File: src/rtl/bin2bcd_pkg.sv
// bin2bcd_pkg: shared definitions for the binary-to-BCD converter.
//   - state_t      : FSM state encoding (IDLE / SHIFT / DONE)
//   - DEF_BIN_W    : default binary input width
//   - DEF_N_DIGITS : default number of BCD digits
//   - MAX_VAL      : largest value representable with DEF_N_DIGITS digits
//   - max_val()    : 10^n - 1 for an arbitrary digit count
package bin2bcd_pkg;

  typedef enum logic [1:0] {
    ST_IDLE  = 2'd0,
    ST_SHIFT = 2'd1,
    ST_DONE  = 2'd2
  } state_t;

  localparam int DEF_BIN_W    = 14;
  localparam int DEF_N_DIGITS = 4;

  // 10^n_digits - 1, evaluated at elaboration time for the overflow limit.
  function automatic logic [63:0] max_val(input int n_digits);
    logic [63:0] p;
    p = 64'd1;
    for (int i = 0; i < n_digits; i++) begin
      p = p * 64'd10;
    end
    return p - 64'd1;
  endfunction

  localparam logic [63:0] MAX_VAL = max_val(DEF_N_DIGITS);

endpackage

File: src/rtl/bcd_add3.sv
// bcd_add3: double-dabble digit correction.
// Ports:
//   din  [3:0] - BCD scratch digit before the shift
//   dout [3:0] - din + 3 when din >= 5, otherwise din unchanged
module bcd_add3 (
  input  logic [3:0] din,
  output logic [3:0] dout
);

  // Pre-correct the digit so that the following left shift carries into the next decade.
  always_comb begin
    dout = din;
    if (din >= 4'd5) begin
      dout = din + 4'd3;
    end else begin
      dout = din;
    end
  end

endmodule

File: src/rtl/bin2bcd.sv
// bin2bcd: sequential double-dabble binary-to-BCD converter.
// Ports:
//   clk   - single clock, rising edge
//   reset - synchronous, active-high
//   start - conversion request, honoured only while idle
//   bin   - unsigned binary value, captured on the accepting edge
//   bcd   - registered result, digit 0 (units) in bits [3:0]
//   busy  - high from the cycle after acceptance through the done cycle
//   done  - one-cycle pulse, bcd valid in the same cycle
//   ovf   - registered, set when the accepted value exceeds 10^N_DIGITS-1
// A conversion always takes BIN_W shift edges; an out-of-range value still
// runs the full sequence and then loads all-F nibbles (blank display).
module bin2bcd
  import bin2bcd_pkg::*;
#(
  parameter int BIN_W    = DEF_BIN_W,
  parameter int N_DIGITS = DEF_N_DIGITS
) (
  input  logic                  clk,
  input  logic                  reset,
  input  logic                  start,
  input  logic [BIN_W-1:0]      bin,
  output logic [4*N_DIGITS-1:0] bcd,
  output logic                  busy,
  output logic                  done,
  output logic                  ovf
);

  localparam int BCD_W = 4 * N_DIGITS;
  localparam int CNT_W = $clog2(BIN_W + 1);
  localparam logic [63:0]      MAX_V    = max_val(N_DIGITS);
  localparam logic [CNT_W-1:0] LAST_CNT = CNT_W'(BIN_W - 1);

  state_t             state_r;
  logic [BIN_W-1:0]   bin_r;
  logic [BCD_W-1:0]   scratch_r;
  logic [CNT_W-1:0]   cnt_r;
  logic [BCD_W-1:0]   bcd_r;
  logic               busy_r;
  logic               done_r;
  logic               ovf_r;

  logic [BCD_W-1:0]   adj_s;
  logic [BCD_W-1:0]   scratch_nxt_s;
  logic               ovf_s;

  // Per-digit add-3 correction applied before every shift.
  for (genvar i = 0; i < N_DIGITS; i++) begin : g_digit
    bcd_add3 u_add3 (
      .din  (scratch_r[4*i +: 4]),
      .dout (adj_s[4*i +: 4])
    );
  end

  // Next scratch value: corrected digits shifted left, binary MSB shifted in.
  always_comb begin
    scratch_nxt_s = {adj_s[BCD_W-2:0], bin_r[BIN_W-1]};
  end

  // Range check on the raw input, used only on the accepting edge.
  always_comb begin
    ovf_s = (64'(bin) > MAX_V);
  end

  // Conversion FSM, bit counter, shift register and registered outputs.
  always_ff @(posedge clk) begin
    if (reset) begin
      state_r   <= ST_IDLE;
      bin_r     <= {BIN_W{1'b0}};
      scratch_r <= {BCD_W{1'b0}};
      cnt_r     <= {CNT_W{1'b0}};
      bcd_r     <= {BCD_W{1'b0}};
      busy_r    <= 1'b0;
      done_r    <= 1'b0;
      ovf_r     <= 1'b0;
    end else begin
      case (state_r)
        ST_IDLE: begin
          done_r <= 1'b0;
          if (start) begin
            bin_r     <= bin;
            scratch_r <= {BCD_W{1'b0}};
            cnt_r     <= {CNT_W{1'b0}};
            ovf_r     <= ovf_s;
            busy_r    <= 1'b1;
            state_r   <= ST_SHIFT;
          end else begin
            busy_r    <= 1'b0;
          end
        end
        ST_SHIFT: begin
          scratch_r <= scratch_nxt_s;
          bin_r     <= {bin_r[BIN_W-2:0], 1'b0};
          // Counter ends at BIN_W, which fits in CNT_W bits, so it never wraps.
          cnt_r     <= cnt_r + CNT_W'(1);
          if (cnt_r == LAST_CNT) begin
            bcd_r   <= ovf_r ? {BCD_W{1'b1}} : scratch_nxt_s;
            done_r  <= 1'b1;
            state_r <= ST_DONE;
          end else begin
            done_r  <= 1'b0;
          end
        end
        ST_DONE: begin
          done_r  <= 1'b0;
          busy_r  <= 1'b0;
          state_r <= ST_IDLE;
        end
        default: begin
          done_r  <= 1'b0;
          busy_r  <= 1'b0;
          state_r <= ST_IDLE;
        end
      endcase
    end
  end

  assign bcd  = bcd_r;
  assign busy = busy_r;
  assign done = done_r;
  assign ovf  = ovf_r;

endmodule

File: config.mk
export PLATFORM = sky130hd
export DESIGN_NAME = bin2bcd
export DESIGN_NICKNAME = d
export VERILOG_FILES = /design/src/rtl/bin2bcd_pkg.sv /design/src/rtl/bcd_add3.sv /design/src/rtl/bin2bcd.sv
export SDC_FILE = /design/constraint.sdc
export NUM_CORES = 1
export LEC_CHECK = 0
export ABC_CLOCK_PERIOD_IN_PS = 2000
export BUFFER_PORTS_ARGS = -buffer_cell sky130_fd_sc_hd__clkbuf_2
export CAP_MARGIN = 0
export CORE_ASPECT_RATIO = 1.25
export CORE_MARGIN = 5
export CORE_UTILIZATION = 50
export DETAILED_ROUTE_END_ITERATION = 10
export PLACE_DENSITY = 0.71
export SYNTH_ARGS = -nofsm -noshare
export SYNTH_HDL_FRONTEND = slang
export SYNTH_SLANG_ARGS = --single-unit
export TNS_END_PERCENT = 20
File: constraint.sdc
create_clock -name clk -period 2 [get_ports clk]
set_input_delay 0.4 -clock clk [delete_from_list [all_inputs] [get_ports clk]]
set_output_delay 0.4 -clock clk [all_outputs]
set_load 0.005 [all_outputs]
### Yosys cells after proc, flatten, opt, wreduce, memory -nomap -nowiden

Cells that the tools add are included.

| operators by class | value |
|---|---|
| add/subtract/negate cells | 5 |
| $mul | 0 |
| div/mod/pow operators | 0 |
| $lt $le $gt $ge | 5 |
| equal/unequal tests | 4 |
| shift-type cells | 0 |
| mux-type cells | 17 |
| bitwise gates (word level) | 1 |
| reduce and logical (&&, ||, !) cells | 7 |

Operator list:

| cell | count |
|---|---|
| 16-bit two-way mux | 2 |
| 16-bit case mux with 2 select lines | 1 |
| 14-bit case mux with 2 select lines | 1 |
| 4-bit by 3-bit greater-or-equal comparator with 1-bit output (second input constant) | 4 |
| 4-bit two-way mux | 4 |
| 14-bit greater-than comparator (second input constant) | 1 |
| 14-bit two-way mux | 1 |
| 4-bit by 2-bit adder with 4-bit output (second input constant) | 3 |
| 4-bit case mux with 2 select lines | 1 |
| 2-bit AND reduction | 4 |
| 4-bit by 1-bit adder with 4-bit output (second input constant) | 1 |
| 4-bit equality test (second input constant) | 1 |
| 2-bit two-way mux | 2 |
| 2-bit inequality test (second input constant) | 2 |
| 2-bit case mux with 2 select lines | 1 |
| 3-bit by 2-bit adder with 3-bit output (second input constant) | 1 |
| 3-bit two-way mux | 1 |
| 2-bit by 1-bit equality test with 1-bit output (second input constant) | 1 |
| 2-bit logical NOT | 1 |
| 1-bit two-way mux | 2 |
| 1-bit case mux with 2 select lines | 1 |
| 2-bit nonzero test | 1 |
| 2-bit OR reduction | 1 |
| 1-bit inverter | 1 |

| word-level totals | value |
|---|---|
| flip-flop bits (word level) | 55 |
| bits in latches | 0 |
| memory bits (writable) | 0 |
| memory bits (read-only) | 0 |
| input bits | 17 |
| output and inout bits | 19 |
| word-level logic and storage cells | 47 |
| memories | 0 |

### Logic depth before layout (Yosys ltp)

| depth | value |
|---|---|
| depth in word-level cells | 3 |
| mapped depth | 8 |

### Modules after synthesis

A second synthesis with hierarchy kept.

| second synthesis, totals | value |
|---|---|
| cell total of the unflattened synthesis | 328 |
| area total of the unflattened synthesis | 2773.9 µm² |

Modules (own cells, without submodules):

| module | times used | cells each | area an instance (µm²) |
|---|---|---|---|
| bin2bcd | 1 | 264 | 2368.5 |
| bcd_add3 | 4 | 16 | 101.3 |

### Worst setup path after synthesis

No wires, ideal clock.

| timing | value |
|---|---|
| path kind | register -> register |
| from | register scratch_r[1] |
| to | register bcd_r[2] (netlist: bcd[2]) |
| library setup time | 86 ps |
| arrival time | 1443 ps |
| data required time | 1914 ps |
| setup slack | 472 ps |
| stages on the path, launching flop included | 7 |
| buffers on the path | 0 |
| period minus slack after synthesis | 1528 ps |
| cell sequence | dfxtp_1 inv_1 ha_1 nand2b_1 a21oi_1 mux2_2 a211oi_1 |

| between the ends | value |
|---|---|
| word-level cells in the longest chain between the ends | 3 |

RTL lines:

| what | RTL line | RTL |
|---|---|---|
| from (decl) | bin2bcd.sv:36 | `logic [BCD_W-1:0] scratch_r;` |
| from (signal assigned) | bin2bcd.sv:70 | `scratch_r <= {BCD_W{1'b0}};` |
| from (signal assigned) | bin2bcd.sv:82 | `scratch_r <= {BCD_W{1'b0}};` |
| from (signal assigned) | bin2bcd.sv:92 | `scratch_r <= scratch_nxt_s;` |
| 4-bit by 2-bit adder with 4-bit output / 4-bit by 3-bit greater-or-equal comparator with 1-bit output (equally long branches) | bcd_add3.sv:14, bcd_add3.sv:13 |  |
| 4-bit two-way mux (*) | bcd_add3.sv:13 | `if (din >= 4'd5) begin` |
| 16-bit two-way mux (*) | bin2bcd.sv:97 | `bcd_r <= ovf_r ? {BCD_W{1'b1}} : scratch_nxt_s;` |
| to (signal assigned) | bin2bcd.sv:72 | `bcd_r <= {BCD_W{1'b0}};` |
| to (signal assigned) | bin2bcd.sv:97 |  |
| to (decl) | bin2bcd.sv:38 | `logic [BCD_W-1:0] bcd_r;` |

Mark *: on every way between the ends. The rest lies on a longest branch, timed or not.
A chain may end at the register's enable or synchronous reset.

### Worst setup path in the final report

| timing | value |
|---|---|
| from | register cnt_r[1] |
| to | register bcd_r[4] (netlist: bcd[4]) |

| between the ends | value |
|---|---|
| word-level cells in the longest chain between the ends | 2 |

RTL lines:

| what | RTL line | RTL |
|---|---|---|
| from (decl) | bin2bcd.sv:37 | `logic [CNT_W-1:0] cnt_r;` |
| from (signal assigned) | bin2bcd.sv:71 | `cnt_r <= {CNT_W{1'b0}};` |
| from (signal assigned) | bin2bcd.sv:83 | `cnt_r <= {CNT_W{1'b0}};` |
| from (signal assigned) | bin2bcd.sv:95 | `cnt_r <= cnt_r + CNT_W'(1);` |
| 4-bit equality test | bin2bcd.sv:96 | `if (cnt_r == LAST_CNT) begin` |
| 2-bit AND reduction (no line) | -- |  |

No other way between the ends.

==> flow_summary.json <==
{
  "run_status": "complete, no violations",
  "max-cap-violations": 0,
  "netlist_area_mm2": 0.00242,
  "finalCriticalPeriod_ns": 1.79,
  "io_pins": 36,
  "fp-row-count": 28,
  "setup_ws_ns": 0.212,
  "grt_util_met2_pct": 30.3,
  "worst_ep_arrival_time_ns": 2.01,
  "power_frac_comb_pct": 7.6,
  "cts_setup_buffers": 0,
  "powerDensity_mw_per_mm2": 742,
  "grt.overflow.total": 0,
  "drive_gt1_share_pct": 17.7,
  "power.share.clock_pct": 36.7,
  "ctsHoldBuffers": 0,
  "coreArea_mm2": 0.00473,
  "antenna_found_initial": 0,
  "tns_ns": 0,
  "synth.top_cells.by_area": "dfxtp_1 46%, a21oi_1 7.4%, ha_1 5.2%, nor2_1 4.3%, a22oi_1 4.0%",
  "swShare_pct": 22.7,
  "wl_per_cell_um": 13.6,
  "ys_ff_latch": 55,
  "synthTopCellsByCount": "55 x dfxtp_1, 36 x a21oi_1, 28 x nor2_1",
  "worstPathRequired_ns": 2.22,
  "drc": 0,
  "die_y_um": 87.8,
  "cts_tree": "built",
  "critical_path_class": "reg2reg",
  "cts_made_buffers": 5,
  "hold_class": "in2reg",
  "clock_skew_ns": 0.00706,
  "path_max_fanout": 16,
  "place_inst": 363,
  "crit_slowest_cell": "or2_1",
  "diodes": 0,
  "drtIter0Drc": 127,
  "grt_util_met3_pct": 4.13,
  "relSlewSlack_pct": 37.4,
  "stdcell_count": 371,
  "synth_top_cell_by_area": "dfxtp_1",
  "place_ws_ns": 0.209,
  "synth_top_area_share_pct": 45.5,
  "syn_area_per_cell_um2": 8.74,
  "setup.worst_path.end_class": "flip-flop",
  "hpwl_mm": 3.63,
  "grt_max_degree": 21,
  "cts_sinks": 55,
  "cts_resized": 0,
  "busiest_layer": "met2",
  "switchingPower_uw": 466,
  "htree_levels": 2,
  "area_growth_syn_to_layout_pct": 14.2,
  "ys_types": 37,
  "worstPathCellList": "inv_1 > ha_1 > nand3_1 > or2_1 > nor2_1 > a211oi_1",
  "critPathBufInv": 1,
  "leakage_uw": 0.00106,
  "yosysSeqAreaShare_pct": 45.5,
  "synth_nets": 304,
  "grt_pass1_wl_mm": 8.68,
  "syn_inst": 277,
  "io_buffers": 35,
  "reg2reg_setup_slack_ns": 0.21,
  "cts_root_buf": "clkbuf_8",
  "p_seq_share_pct": 55.8,
  "synth-edff-count": 0,
  "ys.flop_type": "dfxtp_1",
  "setup_violations": 0,
  "antenna_left": 0,
  "rsz0062_at_grt": "no",
  "fin_crit_sh_pct": 89.4,
  "grt_use_met1_pct": 20.7,
  "tightestPinTransition_ns": 0.936,
  "cts_buffer_depth": 2,
  "internal_power_uw": 1590,
  "cpPeakStageDelay_ns": 0.48,
  "postRouteWirelength_mm": 5.05,
  "cp-start-kind": "flip-flop",
  "postSynth.asyncResetShare_pct": 0,
  "start_util_pct": 51.2,
  "gp_congestion": 0.829,
  "cp_top_family": "simple AND/OR/NAND/NOR gates",
  "slew_viol_final": 0,
  "firstDrtPassIters": 4,
  "ys_warn_count": 0,
  "fmax_mhz": 559,
  "path_clk_slew_ns": 0.09,
  "grt_usage_pct": 17.1,
  "clkLatencyLatePin_ns": 0.30,
  "nets": 337,
  "ir_drop_v": 0.000508,
  "vias": 2041,
  "die_x_um": 72.2,
  "hold_violations": 0,
  "vias_per_cell": 5.50,
  "die_area_mm2": 0.00634,
  "yosysMostFrequentCell": "dfxtp_1",
  "grt_pass1_vias": 1922
}
layout make-up:
type	instances	area (µm²)
Inverter	16	60.1
Fill cell	467	1970
Clock inverter	2	35.0
Tap cell	60	75.1
Multi-Input combinational cell	190	1180
Clock buffer	6	82.6
Sequential cell	55	1100
Timing Repair Buffer	42	228
final timing paths:
| kind | from | cells past startpoint | to |
|---|---|---|---|
| worst max-delay path | cnt_r[1]$_SDFFE_PP0P_ | 6 | bcd[4]$_SDFFE_PP0P_ |
| worst min-delay path | bin[2] | 3 | bin_r[2]$_SDFFE_PP0P_ |
| worst max register to register | cnt_r[1]$_SDFFE_PP0P_ | 6 | bcd[4]$_SDFFE_PP0P_ |
| worst min register to register | bin_r[3]$_SDFFE_PP0P_ | 2 | bin_r[3]$_SDFFE_PP0P_ |
layout by cell type (no fill, tap or decap), drive strengths merged, types with 6 or more instances in the layout:
master / count
dfxtp: 55
clkbuf: 41
a21oi: 36
nor2: 28
nand2: 20
inv: 16
a22oi: 13
o21ai: 11
ha: 10
nor3b: 8
nand3: 7
buf: 7
nand2b: 7
a211oi: 6
nor3: 6
a22o: 6
o31a: 6
per-layer routing:
layer	up-vias	share of wire, %
li1	1039	-
met1	957	43
met2	40	51
met3	5	4.7
met4	0	1.1
met5	-	0
cell families (layout without fill, tap and decap cells):
logic type | after synthesis | after routing | share of synthesized area, %
fa+ha+maj | 10 | 10 | 5.17
simple gates | 84 | 84 | 17.1
flops | 55 | 55 | 45.5
compound gates | 86 | 86 | 22.5
xor+xnor | 4 | 4 | 1.45
mux | 6 | 6 | 2.59
buf+inv | 32 | 66 | 5.64
sequential cells by signal (all words and copies together), names as in the netlist:
signal / flops
bcd: 16
scratch_r: 16
bin_r: 14
cnt_r: 4
state_r: 2
busy: 1
done: 1
ovf: 1
stage by stage:
step	instance area, µm²	hold slack [ns]	power (µW)	utilization [%]
after floorplan	2420	0.437	1270	-
after global placement	2650	0.443	1320	56.0
final	2760	0.381	2050	58.4
after detailed placement	2650	0.447	1330	56.0
after global routing	2760	0.378	2140	58.4
after CTS	2760	0.370	2070	58.4
tightest hold or removal path: stages:
cell,delay [ns]
clkbuf_2,0.08
a22oi_1,0.05
a21oi_1,0.11
power by group through the flow:
stage	registers, µW	clock network, µW	logic (µW)
after detailed placement	1170	0	156
after floorplan	1160	0	105
after global routing	1150	819	175
final	1140	752	155
after global placement	1170	0	154
after CTS	1140	774	157
Power figures use the tool's default switching activity.
